### src/rtl/regf_scoreboard_mp.sv
// ---------------------------------------------------------------------------
// regf_scoreboard_mp
//
// Register-file scoreboard for the SXP pipeline. It keeps one small
// pending-write counter per register, so several in-flight writes to the same
// register can be tracked. From those counters it derives stall_regf for the
// decode/regf stages. A drain FSM quiesces the pipeline for context switches.
//
// Ports
//   clk_i            clock, all state updates on the rising edge
//   reset_i          synchronous active-high reset
//   halt_i           freeze counters (no issue, no retire)
//   stall_i          pipeline stall, suppresses destination issue
//   dest_en_i        issuing instruction has a destination register
//   dest_addr_i      destination address of the issuing instruction
//   wec_i            per-port write-back request (NWB ports)
//   addrc_i          per-port write-back address, port i = [i*AW +: AW]
//   src_en_i         per-port source operand valid (NSRC ports)
//   src_addr_i       per-port source address, port j = [j*AW +: AW]
//   flush_pipeline_i clear all pending state (the FSM state is kept)
//   drain_req_i      level request to quiesce
//   stall_regf_o     combinational stall toward regf and the earlier stages
//   safe_switch_o    every registered counter is zero
//   drain_done_o     drain complete, held while drain_req_i stays high
//   err_underflow_o  sticky: a retire hit a register with no pending write
// ---------------------------------------------------------------------------
module regf_scoreboard_mp #(
    parameter int AW       = 5,
    parameter int NREG     = 32,
    parameter int CW       = 2,
    parameter int NWB      = 2,
    parameter int NSRC     = 2,
    parameter int ZERO_REG = 0
) (
    input  logic              clk_i,
    input  logic              reset_i,
    input  logic              halt_i,
    input  logic              stall_i,
    input  logic              dest_en_i,
    input  logic [AW-1:0]     dest_addr_i,
    input  logic [NWB-1:0]    wec_i,
    input  logic [NWB*AW-1:0] addrc_i,
    input  logic [NSRC-1:0]   src_en_i,
    input  logic [NSRC*AW-1:0] src_addr_i,
    input  logic              flush_pipeline_i,
    input  logic              drain_req_i,
    output logic              stall_regf_o,
    output logic              safe_switch_o,
    output logic              drain_done_o,
    output logic              err_underflow_o
);

    localparam int MAX_CNT = 2**CW - 1;
    localparam int DW      = $clog2(NWB + 1);

    typedef enum logic [1:0] {
        ST_IDLE,
        ST_DRAIN,
        ST_DONE
    } state_e;

    state_e            state_q, state_d;
    logic [CW-1:0]     cnt_q [NREG];
    logic [CW-1:0]     cnt_d [NREG];
    logic              err_q, err_d;

    logic [DW-1:0]     dec [NREG];   // retires aimed at each register this cycle
    logic [NREG-1:0]   live;         // still pending after this cycle's retires
    logic [NREG-1:0]   full;         // no room for another in-flight write
    logic [NREG-1:0]   inc;
    logic              src_hazard;
    logic              dest_full;
    logic              issue_blk;
    logic              all_zero;

    // Per-register retire count and the bypassed view of each counter.
    // Out-of-range addresses never match any r, so they are ignored for free.
    always_comb begin
        for (int r = 0; r < NREG; r++) begin
            dec[r]  = '0;
            live[r] = 1'b0;
            full[r] = 1'b0;
            if (!(ZERO_REG != 0 && r == 0)) begin
                for (int i = 0; i < NWB; i++) begin
                    if (wec_i[i] && addrc_i[i*AW +: AW] == AW'(r)) begin
                        dec[r] = dec[r] + DW'(1);
                    end
                end
                // A same-cycle retire only clears the hazard when it covers
                // every pending write, hence the comparison against dec.
                live[r] = int'(cnt_q[r]) > int'(dec[r]);
                full[r] = (int'(cnt_q[r]) - int'(dec[r])) == MAX_CNT;
            end
        end
    end

    always_comb begin
        src_hazard = 1'b0;
        dest_full  = 1'b0;
        for (int r = 0; r < NREG; r++) begin
            for (int j = 0; j < NSRC; j++) begin
                if (src_en_i[j] && src_addr_i[j*AW +: AW] == AW'(r) && live[r]) begin
                    src_hazard = 1'b1;
                end
            end
            if (dest_en_i && dest_addr_i == AW'(r) && full[r]) begin
                dest_full = 1'b1;
            end
        end
        issue_blk = dest_full | (dest_en_i & (state_q != ST_IDLE)) | src_hazard;
    end

    always_comb begin
        inc = '0;
        for (int r = 0; r < NREG; r++) begin
            if (!(ZERO_REG != 0 && r == 0)) begin
                inc[r] = dest_en_i & ~stall_i & ~issue_blk & (dest_addr_i == AW'(r));
            end
        end
    end

    // Counter next state; a retire beyond the pending count clamps to zero
    // and raises the sticky error.
    always_comb begin
        int nxt;
        err_d = err_q;
        for (int r = 0; r < NREG; r++) begin
            nxt = int'(cnt_q[r]) + int'(inc[r]) - int'(dec[r]);
            if (nxt < 0) begin
                nxt   = 0;
                err_d = 1'b1;
            end
            cnt_d[r] = CW'(nxt);
        end
    end

    always_comb begin
        all_zero = 1'b1;
        for (int r = 0; r < NREG; r++) begin
            if (cnt_q[r] != '0) begin
                all_zero = 1'b0;
            end
        end
    end

    // Drain FSM next state
    always_comb begin
        state_d = state_q;
        case (state_q)
            ST_IDLE:  if (drain_req_i) state_d = ST_DRAIN;
            ST_DRAIN: begin
                if (!drain_req_i)  state_d = ST_IDLE;
                else if (all_zero) state_d = ST_DONE;
            end
            ST_DONE:  if (!drain_req_i) state_d = ST_IDLE;
            default:  state_d = ST_IDLE;
        endcase
    end

    // NOTE: non-blocking assignments keep every flop sampling pre-edge values.
    always_ff @(posedge clk_i) begin
        if (reset_i) begin
            // NOTE: the counter array is real state the stall logic reads,
            // so every entry is reset, unlike a data RAM.
            for (int r = 0; r < NREG; r++) begin
                cnt_q[r] <= '0;
            end
            err_q   <= 1'b0;
            state_q <= ST_IDLE;
        end else begin
            state_q <= state_d;
            if (flush_pipeline_i) begin
                for (int r = 0; r < NREG; r++) begin
                    cnt_q[r] <= '0;
                end
                err_q <= 1'b0;
            end else if (!halt_i) begin
                cnt_q <= cnt_d;
                err_q <= err_d;
            end
        end
    end

    assign stall_regf_o    = issue_blk;
    assign safe_switch_o   = all_zero;
    assign drain_done_o    = (state_q == ST_DONE);
    assign err_underflow_o = err_q;

endmodule

### config.mk
export PLATFORM = sky130hd
export DESIGN_NAME = regf_scoreboard_mp
export DESIGN_NICKNAME = d
export VERILOG_FILES = /design/src/rtl/regf_scoreboard_mp.sv
export SDC_FILE = /design/constraint.sdc
export NUM_CORES = 1
export LEC_CHECK = 0
export ABC_AREA = 1
export BUFFER_PORTS_ARGS = -buffer_cell sky130_fd_sc_hd__buf_2
export CORE_ASPECT_RATIO = 0.7
export CORE_MARGIN = 2
export CORE_UTILIZATION = 65
export CTS_CLUSTER_DIAMETER = 80
export DETAILED_ROUTE_END_ITERATION = 12
export GPL_TIMING_DRIVEN = 0
export PLACE_DENSITY = 0.91
export SLEW_MARGIN = 25
export SYNTH_ARGS = -nofsm -noshare
export SYNTH_HDL_FRONTEND = slang
export SYNTH_SLANG_ARGS = --single-unit
### constraint.sdc
create_clock -name clk_i -period 8.04 [get_ports clk_i]
set_clock_uncertainty 0.15 [all_clocks]
set_input_delay 2.01 -clock clk_i [delete_from_list [all_inputs] [get_ports clk_i]]
set_output_delay 2.01 -clock clk_i [all_outputs]
set_load 0.03 [all_outputs]
==> results.md <==
* Status: finished clean
* Hold Startpoint: err_underflow_o
* Avg Inst Size Synth at 6.95 um^2
* Layout area overhead at 7.67%
* Post-CTS Setup Repair Bufs at 0
* RSZ-0062 raised after global routing: false
* I/O Buffers at 39
* Layout cells sized above 1 at 8.69%
* Root buf cell: clkbuf_16
* Critical Path Fanout Max at 10
* Leakage power at 5.17 nW
* CP arrival at 5.58 ns
* Compound-Gate Fraction of Synth Area at 12.3%
* Max VDD drop at 0.000107 V
* Largest family of logic cells by synthesized area: adder cells
* Seq/Total Area, Yosys at 13.6%
* Vias/cell at 6.11
* Flop and latch count out of synthesis at 67
* Number of iterations in the first detailed-routing pass at 6
* Via count at 10200
* Commonest non-fill, non-tap cell in the layout: nand2_1
* Slew @ Worst Pin at 0.922 ns
* # rows at 37
* H-tree Lvls at 3
* Worst Hold Class: reg2reg
* Fill cells at 1248
* CTS tree: done
* Reg2Reg Setup Slack at 3.22 ns
* Hold buffers post-CTS at 0
* Final hold violations at 0
* Worst Hold End: err_underflow_o
* Synth Area in XOR/XNOR at 0%
* Simple-Gate Fraction of Synth Area at 30.2%
* Worst Setup Start Kind: primary input
* Total track usage at 43.5%
* Total wire length at 33700 um
* Relative max-transition margin at 38.6%
* Fin nets at 1728
* Worst-skew pair later-pin latency at 0.36 ns
* Final period util at 96.3%
* DP Wirelength at 27800 um
* Crit Path Class: in2out
* Vias in the first global route at 9446
* Cell variety after synth at 27
* Maximum root-to-sink buffer count at 2
* Initial Utilization at 66.7%
* Syn Nets at 1678
* IO Pins at 40
* Post-Syn Area at 9850 um^2
* Crit. End Element: output pin
* Die W at 151 um
* Required @ worst endpoint at 5.88 ns
* WHS Path Cells at 2
* Gr ovfl total at 0
* # clock sinks at 67
* Final setup violating endpoints at 0
* PD cells at 102 nW/um^2
* Most frequent cells in the layout: nand2_1 (256), inv_1 (224), nor2_1 (197)
* Max Cap Viol at 0
* FF-to-FF Start: cnt_q[18]
* Iter 0 DRT Violations at 1246
* Tot Pwr at 1.08 mW
* DR DRC count at 0
* Minimum clock period at 7.74 ns
* Gp weighted congestion at 1.10
* Cts bufs inserted at 9
* Die Area at 16200 um^2
* Ys Warns at 0
* Achievable clock frequency at 0.129 GHz
* Die height at 107 um
* Drt wl/cell at 20.2 um
* Core Area at 14800 um^2
* Worst R2R End: err_underflow_o
* Clock slew at reported path FFs at 0.06 ns
* FF-to-FF path depth at 26
* First-pass GRT wire length at 52300 um
* Cells after Synth at 1418
* Adder-cell share of the synthesized area at 33.3%
* Mux share of post-synthesis cell area at 0%
* Post-route ant nets at 0
* Initial antenna violation count at 0
* Post-cts resize count at 0
* Final Max Slew Viols at 0
* Setup TNS at 0 ns
* Pin count of the biggest net entering global routing at 13
==> stage by stage <==
step	util (%)	instances	hold WS (ns)	setup slack (ns)	instance area [um^2]
finish	71.8	1669	0.347	0.298	10600
global route	71.8	1668	0.383	0.132	10600
CTS	71.8	1668	0.357	0.475	10600
detailed placement	69.7	1652	0.340	0.492	10300
global placement	69.7	1652	0.309	0.578	10300
floorplan	-	1418	0.324	1.45	9850
==> per-layer routing <==
| layer | part of all wire [%] | vias up | track usage, % |
|---|---|---|---|
| met5 | 0 | - | 0 |
| met1 | 41 | 4695 | 63.3 |
| met2 | 40 | 685 | 62.5 |
| met4 | 3.5 | 0 | 13.0 |
| met3 | 16 | 96 | 12.2 |
| li1 | - | 4727 | - |
==> synth_stat cells <==
master / number / area [um^2]
a211oi_1: 32 / 240
a21boi_0: 28 / 210
a21oi_1: 68 / 340
buf_1: 1 / 3.75
buf_2: 7 / 35.0
buf_6: 3 / 33.8
clkbuf_1: 27 / 101
dfxtp_1: 67 / 1340
fa_1: 64 / 1280
ha_1: 160 / 2000
inv_1: 224 / 841
inv_2: 6 / 22.5
nand2_1: 256 / 961
nand2_2: 1 / 6.26
nand3_1: 104 / 521
nand3_2: 19 / 190
nand3b_1: 15 / 113
nand4_1: 14 / 87.6
nor2_1: 197 / 739
nor2_2: 5 / 31.3
nor2_4: 1 / 11.3
nor3_1: 2 / 10.0
nor3b_1: 1 / 7.51
nor4_1: 17 / 106
o21ai_0: 37 / 185
o21bai_1: 31 / 233
or2_2: 31 / 194
==> how the worst max path moves through the flow <==
stage	endpoint	from	cells past startpoint	slack, ns
2_1_floorplan	stall_regf_o	addrc_i[4]	19	1.45
3_3_place_gp	stall_regf_o	addrc_i[5]	20	0.58
3_5_place_dp	stall_regf_o	addrc_i[5]	20	0.49
4_1_cts	stall_regf_o	addrc_i[5]	20	0.47
5_1_grt	stall_regf_o	addrc_i[5]	20	0.13
6_report	stall_regf_o	addrc_i[5]	20	0.30
==> critical path, stage by stage <==
cell and delay (ns):
buf_2 0.12, nor2_1 0.32, nand2_1 0.12, nor2_1 0.49
ha_1 0.38, ha_1 0.20, inv_1 0.08, fa_1 0.42
nand4_1 0.18, nor2_1 0.07, nor2_1 0.12, nand2_1 0.06
nor2_1 0.11, nand2_1 0.06, nor2_1 0.09, nand2_1 0.09
nor2_4 0.20, buf_6 0.23, inv_2 0.03, buf_2 0.17
==> registers in the layout, indices dropped and copies added, names as in the netlist <==
| register | flops |
|---|---|
| cnt_q | 64 |
| err_underflow_o | 1 |
| state_q | 2 |
==> logic make-up after synthesis <==
logic type / Yosys count
AOI/OAI and AO/OA: 196
and+or+nand+nor: 663
DFF: 67
buffers and inverters: 268
adders and majority gates: 224
==> report_power, final <==
group          internal (mW)  total [mW]  switching (mW)  leakage [nW]
combinational         0.0882       0.280           0.192          4.48
sequential             0.344       0.362          0.0183         0.546
clock                  0.258       0.437           0.179         0.144
total                  0.690        1.08           0.389          5.17
==> layout make-up <==
class / count / area (um^2) / share of cell area (%)
Sequential cell: 67 / 1340 / 12.6
Tap cell: 195 / 244 / 2.30
Timing Repair Buffer: 39 / 195 / 1.84
Antenna cell: 1 / 2.50 / 0.0236
Clock buffer: 11 / 253 / 2.38
Inverter: 230 / 863 / 8.14
Buffer: 38 / 174 / 1.64
Clock inverter: 5 / 61.3 / 0.578
Multi-Input combinational cell: 1083 / 7470 / 70.4
Note: power is estimated with default switching activity, not from simulation.
